==> src/rtl/temp_read_sched.sv <==
// temp_read_sched: periodic measurement scheduler for the SPI temperature
// sensor path.
//
// Counts toggles (either edge) of the timer output. Once every period_ticks
// toggles it issues a single read request to the SPI master. It then waits for
// completion, bounded by a timeout, and latches the returned sample.
//
// Handshake with the SPI master: spi_start_out is a one-cycle request. It is
// only issued when spi_busy_in is low. After a request, exactly one of two
// events ends the transaction: a one-cycle spi_done_in (with spi_data_in
// valid in the same cycle), or the internal timeout. No new request is
// issued before that happens.
//
// Ports:
//   clk_in          system clock
//   rst_in          asynchronous reset, active-high
//   enable_in       scheduler run enable
//   tick_in         timer toggle output (synchronous to clk_in)
//   clr_in          clears the sticky error flags
//   spi_busy_in     SPI master transaction in progress
//   spi_done_in     one-cycle read-complete pulse
//   spi_data_in     read data, valid with spi_done_in
//   spi_start_out   one-cycle read request
//   temp_out        last successful sample
//   temp_valid_out  one-cycle pulse when temp_out is updated
//   err_timeout_out sticky: the last read timed out
//   overrun_out     sticky: a tick arrived while a read was in flight
//   sample_cnt_out  count of successful reads (wraps)
module temp_read_sched #(
    parameter int unsigned period_ticks = 1,
    parameter int unsigned timeout_clks = 4096,
    parameter int unsigned data_w       = 16
) (
    input  logic              clk_in,
    input  logic              rst_in,
    input  logic              enable_in,
    input  logic              tick_in,
    input  logic              clr_in,
    input  logic              spi_busy_in,
    input  logic              spi_done_in,
    input  logic [data_w-1:0] spi_data_in,
    output logic              spi_start_out,
    output logic [data_w-1:0] temp_out,
    output logic              temp_valid_out,
    output logic              err_timeout_out,
    output logic              overrun_out,
    output logic [7:0]        sample_cnt_out
);

    localparam logic [7:0]  TICK_LAST = 8'(period_ticks - 1);
    localparam logic [15:0] TO_LAST   = 16'(timeout_clks - 1);

    typedef enum logic [1:0] {
        IDLE      = 2'd0,
        ARM       = 2'd1,
        START     = 2'd2,
        WAIT_DONE = 2'd3
    } state_t;

    state_t            state_q, state_d;
    logic              tick_q;
    logic [7:0]        tick_cnt_q, tick_cnt_d;
    logic [15:0]       to_cnt_q, to_cnt_d;
    logic              start_q, start_d;
    logic [data_w-1:0] temp_q, temp_d;
    logic              valid_q, valid_d;
    logic              err_to_q, err_to_d;
    logic              overrun_q, overrun_d;
    logic [7:0]        sample_cnt_q, sample_cnt_d;

    logic tick;
    logic read_end;

    // One tick per toggle of the timer output, either direction.
    assign tick = (tick_in != tick_q);

    always_ff @(posedge clk_in or posedge rst_in) begin
        if (rst_in) begin
            state_q      <= IDLE;
            tick_q       <= 1'b0;
            tick_cnt_q   <= '0;
            to_cnt_q     <= '0;
            start_q      <= 1'b0;
            temp_q       <= '0;
            valid_q      <= 1'b0;
            err_to_q     <= 1'b0;
            overrun_q    <= 1'b0;
            sample_cnt_q <= '0;
        end else begin
            state_q      <= state_d;
            tick_q       <= tick_in;
            tick_cnt_q   <= tick_cnt_d;
            to_cnt_q     <= to_cnt_d;
            start_q      <= start_d;
            temp_q       <= temp_d;
            valid_q      <= valid_d;
            err_to_q     <= err_to_d;
            overrun_q    <= overrun_d;
            sample_cnt_q <= sample_cnt_d;
        end
    end

    always_comb begin
        state_d      = state_q;
        tick_cnt_d   = tick_cnt_q;
        to_cnt_d     = to_cnt_q;
        start_d      = 1'b0;
        temp_d       = temp_q;
        valid_d      = 1'b0;
        err_to_d     = err_to_q;
        overrun_d    = overrun_q;
        sample_cnt_d = sample_cnt_q;
        read_end     = 1'b0;

        // Clear first so that any set below in the same cycle wins.
        if (clr_in) begin
            err_to_d  = 1'b0;
            overrun_d = 1'b0;
        end

        case (state_q)
            IDLE: begin
                if (enable_in) begin
                    state_d    = ARM;
                    tick_cnt_d = '0;
                end
            end

            ARM: begin
                if (!enable_in) begin
                    state_d = IDLE;
                end else if (tick) begin
                    if (tick_cnt_q == TICK_LAST) begin
                        state_d    = START;
                        tick_cnt_d = '0;
                    end else begin
                        tick_cnt_d = tick_cnt_q + 8'd1;
                    end
                end
            end

            START: begin
                // Ticks during a read are flagged but not counted; the
                // period restarts on return to ARM.
                if (tick) begin
                    overrun_d = 1'b1;
                end
                if (!spi_busy_in) begin
                    start_d  = 1'b1;
                    to_cnt_d = '0;
                    state_d  = WAIT_DONE;
                end
            end

            WAIT_DONE: begin
                if (tick) begin
                    overrun_d = 1'b1;
                end
                to_cnt_d = to_cnt_q + 16'd1;
                // Done is checked first so it wins over a same-cycle timeout.
                if (spi_done_in) begin
                    temp_d       = spi_data_in;
                    valid_d      = 1'b1;
                    sample_cnt_d = sample_cnt_q + 8'd1;
                    err_to_d     = 1'b0;
                    read_end     = 1'b1;
                end else if (to_cnt_q == TO_LAST) begin
                    err_to_d = 1'b1;
                    read_end = 1'b1;
                end
                if (read_end) begin
                    tick_cnt_d = '0;
                    state_d    = enable_in ? ARM : IDLE;
                end
            end

            default: begin
                state_d = IDLE;
            end
        endcase
    end

    assign spi_start_out   = start_q;
    assign temp_out        = temp_q;
    assign temp_valid_out  = valid_q;
    assign err_timeout_out = err_to_q;
    assign overrun_out     = overrun_q;
    assign sample_cnt_out  = sample_cnt_q;

endmodule

==> config.mk <==
export PLATFORM = sky130hd
export DESIGN_NAME = temp_read_sched
export DESIGN_NICKNAME = d
export VERILOG_FILES = /design/src/rtl/temp_read_sched.sv
export SDC_FILE = /design/constraint.sdc
export NUM_CORES = 1
export LEC_CHECK = 0
export ABC_AREA = 0
export CAP_MARGIN = 20
export CELL_PAD_IN_SITES_DETAIL_PLACEMENT = 1
export CELL_PAD_IN_SITES_GLOBAL_PLACEMENT = 2
export CORE_ASPECT_RATIO = 1.25
export CORE_UTILIZATION = 32
export DETAILED_ROUTE_END_ITERATION = 8
export PLACE_DENSITY_LB_ADDON = 0.1
export SYNTH_ARGS = -nofsm -noshare
export SYNTH_HDL_FRONTEND = slang
export SYNTH_SLANG_ARGS = --single-unit
==> constraint.sdc <==
create_clock -name clk_in -period 2.9 [get_ports clk_in]
set_clock_uncertainty 0.1 [all_clocks]
set_input_delay 0.58 -clock clk_in [delete_from_list [all_inputs] [get_ports clk_in]]
set_output_delay 0.58 -clock clk_in [all_outputs]
set_load 0.05 [all_outputs]
Word level (Yosys, flattened, before mapping)
Index checks and enable logic that the tools add are counted.

cells by class
  reductions and logical operators = 9
  add/subtract/negate cells = 3
  mux-type cells = 30
  eq/ne operators = 12

operators with widths
  operator               number
  $mux 8                 5
  $pmux 16 s2            1
  $pmux 8 s3             1
  $add 16x1->16 const B  1
  $add 8x1->8 const B    2
  $eq 16x12->1 const B   1
  $mux 16                1
  $mux 1                 15
  $mux 2                 6
  $ne 2x2->1 const B     5
  $reduce_and 5->1       2
  $logic_not 8->1        1
  $pmux 2 s4             1
  $ne 3x3->1 const B     2
  $eq 2x2->1 const B     2
  $reduce_and 2->1       2
  $reduce_bool 3->1      1
  $eq 2x1->1 const B     1
  $logic_not 2->1        1
  $reduce_bool 2->1      1
  $reduce_or 2->1        1
  $ne 1x1->1             1

storage, ports and cells
  bits in registers = 55
  logic and storage cells = 64
  output and inout port bits = 28
  input bits = 23

Depth between registers and ports, before layout
  depth in word-level cells = 6
  mapped depth = 8
  gate-level depth less buffers = 7

Worst setup path after synthesis
OpenSTA, ideal clock, no wires.

  path type = reg2reg
  start = register to_cnt_q[13]
  end = register tick_cnt_q[7]
  required time = 2696 ps
  arrival = 2045 ps
  setup time = 104 ps
  slack = 652 ps
  buffers on the path = 1
  stages on the path, launching flop included = 7
  period minus slack after synthesis = 2248 ps
  cells stage by stage = dfrtp_1 -> or4_4 -> nor4_4 -> o211ai_4 -> or2_1 -> buf_6 -> o41ai_2

between the ends
  word-level cells in the longest chain between the ends = 6

ends and longest elaborated chain
  item                        RTL line  source
  start: declaration          63        logic [15:0] to_cnt_q, to_cnt_d;
  start signal: assignment    93        to_cnt_q <= to_cnt_d;
  $eq 16x12->1                167       end else if (to_cnt_q == TO_LAST) begin
  $mux 1                      167
  $mux 1                      161       if (spi_done_in) begin
  $mux 1                      121       case (state_q)
  $ne 2x2->1 (no line)        --
  $reduce_and 5->1 (no line)  --
  end signal: assignment      92        tick_cnt_q <= tick_cnt_d;
  end: declaration            62        logic [7:0] tick_cnt_q, tick_cnt_d;

Every way passes these cells. The select of a mux whose other input is x is not followed.
A chain may end at the register's enable or synchronous reset.

Worst setup path after layout
Ends and elaborated chain as after synthesis.

==> flow_metrics.py <==
metrics = {
    "global_routing": {
        "grt_pass1_vias": 2041,
        "met3_usage_pct": 4.11,
        "use_met2_pct": 25.8,
        "overflow": 0,
        "antenna_found_initial": 0,
        "grt_pass1_wl_um": 10300,
        "gr-max-usage-layer": "met2",
        "track_usage_pct": 16.1,
        "met1_usage_pct": 21.3,
        "grt_max_degree": 37,
    },
    "timing": {
        "tns_ns": 0,
        "grt_setup_unrepaired": "no",
        "fmax_ghz": 0.413,
        "slew_violations": 0,
        "setup_ws_ns": 0.477,
        "whs_ns": 0.380,
        "fin_crit_sh_pct": 83.6,
        "maxSlewHeadroom_pct": 64.9,
        "worst_slew_pin_slew_ns": 0.521,
        "setup_viol_count_final": 0,
        "finalCriticalPeriod_ns": 2.42,
        "final_hold_viol_count": 0,
    },
    "power_and_ir_drop": {
        "power_density_nw_per_um2": 892,
        "p_leak_nw": 1.55,
        "vdd_drop_max_mv": 0.457,
    },
    "yosys": {
        "ys_async_sr_fraction_pct": 100,
        "synthCells": 265,
        "ys.flop_type": "dfrtp_1",
        "synth_edf_count": 0,
        "synth-seq-area-share_pct": 53.3,
        "syn-cell-area_um2": 2580,
        "synth_xor_xnor_area_share_pct": 7.13,
        "ys_seq_elements": 55,
        "synth_compound_area_share_pct": 7.56,
        "muxShareOfSynthArea_pct": 0.388,
        "synth_top_family_by_area": "simple AND/OR/NAND/NOR gates",
        "ys.warnings.count": 0,
        "synthSimpleGateAreaFrac_pct": 24.8,
        "postSynthAreaPerCell_um2": 9.74,
        "synth_fa_ha_area_share_pct": 4.36,
        "synth_fp_nets": 297,
        "synth_cell_type_count": 37,
    },
    "clocking": {
        "cts_buffers": 5,
        "insertion_delay_ns": 0.31,
        "clockRootBuffer": "clkbuf_8",
        "post_cts_resized": 0,
        "htree_levels": 2,
        "path_clk_slew_ns": 0.10,
        "cts_sinks": 55,
        "cts_tree": "built",
        "clock_path_buffers": 2,
        "hold_buffers": 0,
        "cts_setup_buffers": 0,
    },
    "floorplanning": {
        "dieArea_um2": 8430,
        "ios": 51,
        "start_util_pct": 33.1,
        "rows": 36,
        "die_w_um": 82.3,
        "core_um2": 7790,
        "die_h_um": 102,
    },
    "flow_run": {
        "max-cap-violations": 0,
    },
    "detailed_routing": {
        "wl_per_cell_um": 14.1,
        "drc_errors": 0,
        "wirelength_um": 5900,
        "vias": 2016,
        "drt_iter0_markers": 69,
        "postRouteAntennaNets": 0,
        "firstDrtPassIters": 4,
        "viasPerCell": 4.82,
    },
    "finish": {
        "nets": 354,
        "layout-drive-gt1-share_pct": 6.50,
        "syn2layout_area_growth_pct": 30.3,
        "fill_cells": 899,
        "antenna_cells": 0,
        "fin_util_pct": 43.2,
    },
    "worst_setup_path": {
        "worstSetupEndpointType": "flop",
        "cp.arrival_ns": 2.54,
        "endpoint": "tick_cnt_q[7]$_DFFE_PP0P_",
        "reg2reg_slack_ns": 0.48,
        "start_kind": "flop",
        "critPathKind": "flop to flop",
        "crit_required_ns": 3.01,
        "cp-startpoint": "to_cnt_q[13]$_DFFE_PP0P_",
        "reg2reg_to": "tick_cnt_q[7]$_DFFE_PP0P_",
        "reg2reg_from": "to_cnt_q[13]$_DFFE_PP0P_",
        "crit_fanout": 10,
        "r2r_cells": 5,
    },
    "status": {
        "status": "finished clean",
    },
    "min_path": {
        "hold_path_depth": 1,
        "hold_path.class": "flop to flop",
    },
    "placement": {
        "place_ws_ns": 0.319,
        "hpwl_um": 4340,
        "gp_congestion": 0.751,
        "port_buffers": 50,
    },
}
[layer usage]
metal,wire length [um],share of wire [%]
met3,240,4.1
met2,2820,48
met5,0,0
met4,74,1.3
met1,2760,47
[power breakdown]
part           switching [mW]  leakage (nW)  internal [mW]
sequential              0.145         0.730          0.952
clock                   0.257        0.0644          0.344
combinational           0.845         0.754          0.457
total                    1.25          1.55           1.75
[layout make-up]
type / instances / area, um2 / share of cell area (%)
Clock inverter: 3 / 67.6 / 2.01
Tap cell: 95 / 119 / 3.53
Inverter: 9 / 33.8 / 1.00
Multi-Input combinational cell: 195 / 1140 / 33.9
Timing Repair Buffer: 56 / 558 / 16.6
Clock buffer: 5 / 68.8 / 2.05
Sequential cell: 55 / 1380 / 40.9
[state kept, by name (all words and copies together), names as in the netlist, named ones only]
register         cells
state_q              1
overrun_out          1
sample_cnt_out       8
temp_valid_out       1
err_timeout_out      1
temp_out            16
tick_cnt_q           8
spi_start_out        1
tick_q               1
to_cnt_q            16
[cell usage after synthesis (all sizes together), types with 5 or more instances]
master	n	share of area, %
and3	5	1.3
dfrtp	55	53
ha	9	4.4
inv	9	1.3
nand2	65	9.5
nand3	10	1.9
nand4	7	1.7
nor2	22	3.2
nor2b	8	1.9
o21ai	15	2.9
xnor2	10	3.4
xor2	11	3.7
[through the flow]
step / cells / instance area (um2) / total power, mW
after floorplan: 265 / 2580 / 1.98
after global placement: 410 / 3230 / 2.42
after detailed placement: 410 / 3230 / 2.43
after CTS: 418 / 3360 / 3.05
after global routing: 418 / 3360 / 3.20
final: 418 / 3360 / 3.00
[worst min-delay path by stage]
stage | slack, ns | endpoint | startpoint
floorplan | 0.36 | tick_cnt_q[7]$_DFFE_PP0P_ | tick_cnt_q[7]$_DFFE_PP0P_
CTS | 0.38 | sample_cnt_out[7]$_DFFE_PP0P_ | sample_cnt_out[7]$_DFFE_PP0P_
global route | 0.39 | sample_cnt_out[7]$_DFFE_PP0P_ | sample_cnt_out[7]$_DFFE_PP0P_
detailed placement | 0.36 | sample_cnt_out[7]$_DFFE_PP0P_ | sample_cnt_out[7]$_DFFE_PP0P_
global placement | 0.36 | temp_out[0]$_DFFE_PP0P_ | temp_out[0]$_DFFE_PP0P_
finish | 0.38 | sample_cnt_out[7]$_DFFE_PP0P_ | sample_cnt_out[7]$_DFFE_PP0P_
[placed cells by master (no fill, tap or decap), types with 5 or more instances in the layout]
master | netlist | routed
buf_4 | 0 | 5
clkbuf_8 | 0 | 5
clkdlybuf4s50_1 | 0 | 50
dfrtp_1 | 55 | 55
ha_1 | 9 | 9
inv_1 | 9 | 8
nand2_1 | 65 | 65
nand3_1 | 10 | 10
nand4_1 | 7 | 7
nor2_1 | 22 | 22
nor2b_1 | 8 | 8
o21ai_0 | 14 | 14
xnor2_1 | 10 | 10
xor2_1 | 11 | 11
[critical path: stages, from the launching register on]
cell and delay, ns:
dfrtp_1 0.41, or4_4 0.55, nor4_4 0.40, o211ai_4 0.17
or2_1 0.36, o41ai_2 0.33
[cell families (layout without fill, tap and decap cells)]
group / Yosys count / in the layout
buffers and inverters: 15 / 73
AND/OR/NAND/NOR: 135 / 135
multiplexers: 1 / 1
adder cells (fa/ha/maj): 9 / 9
AO/OA/AOI/OAI: 29 / 29
flip-flops: 55 / 55
XOR/XNOR: 21 / 21
Note: power is estimated with default switching activity, not from simulation.
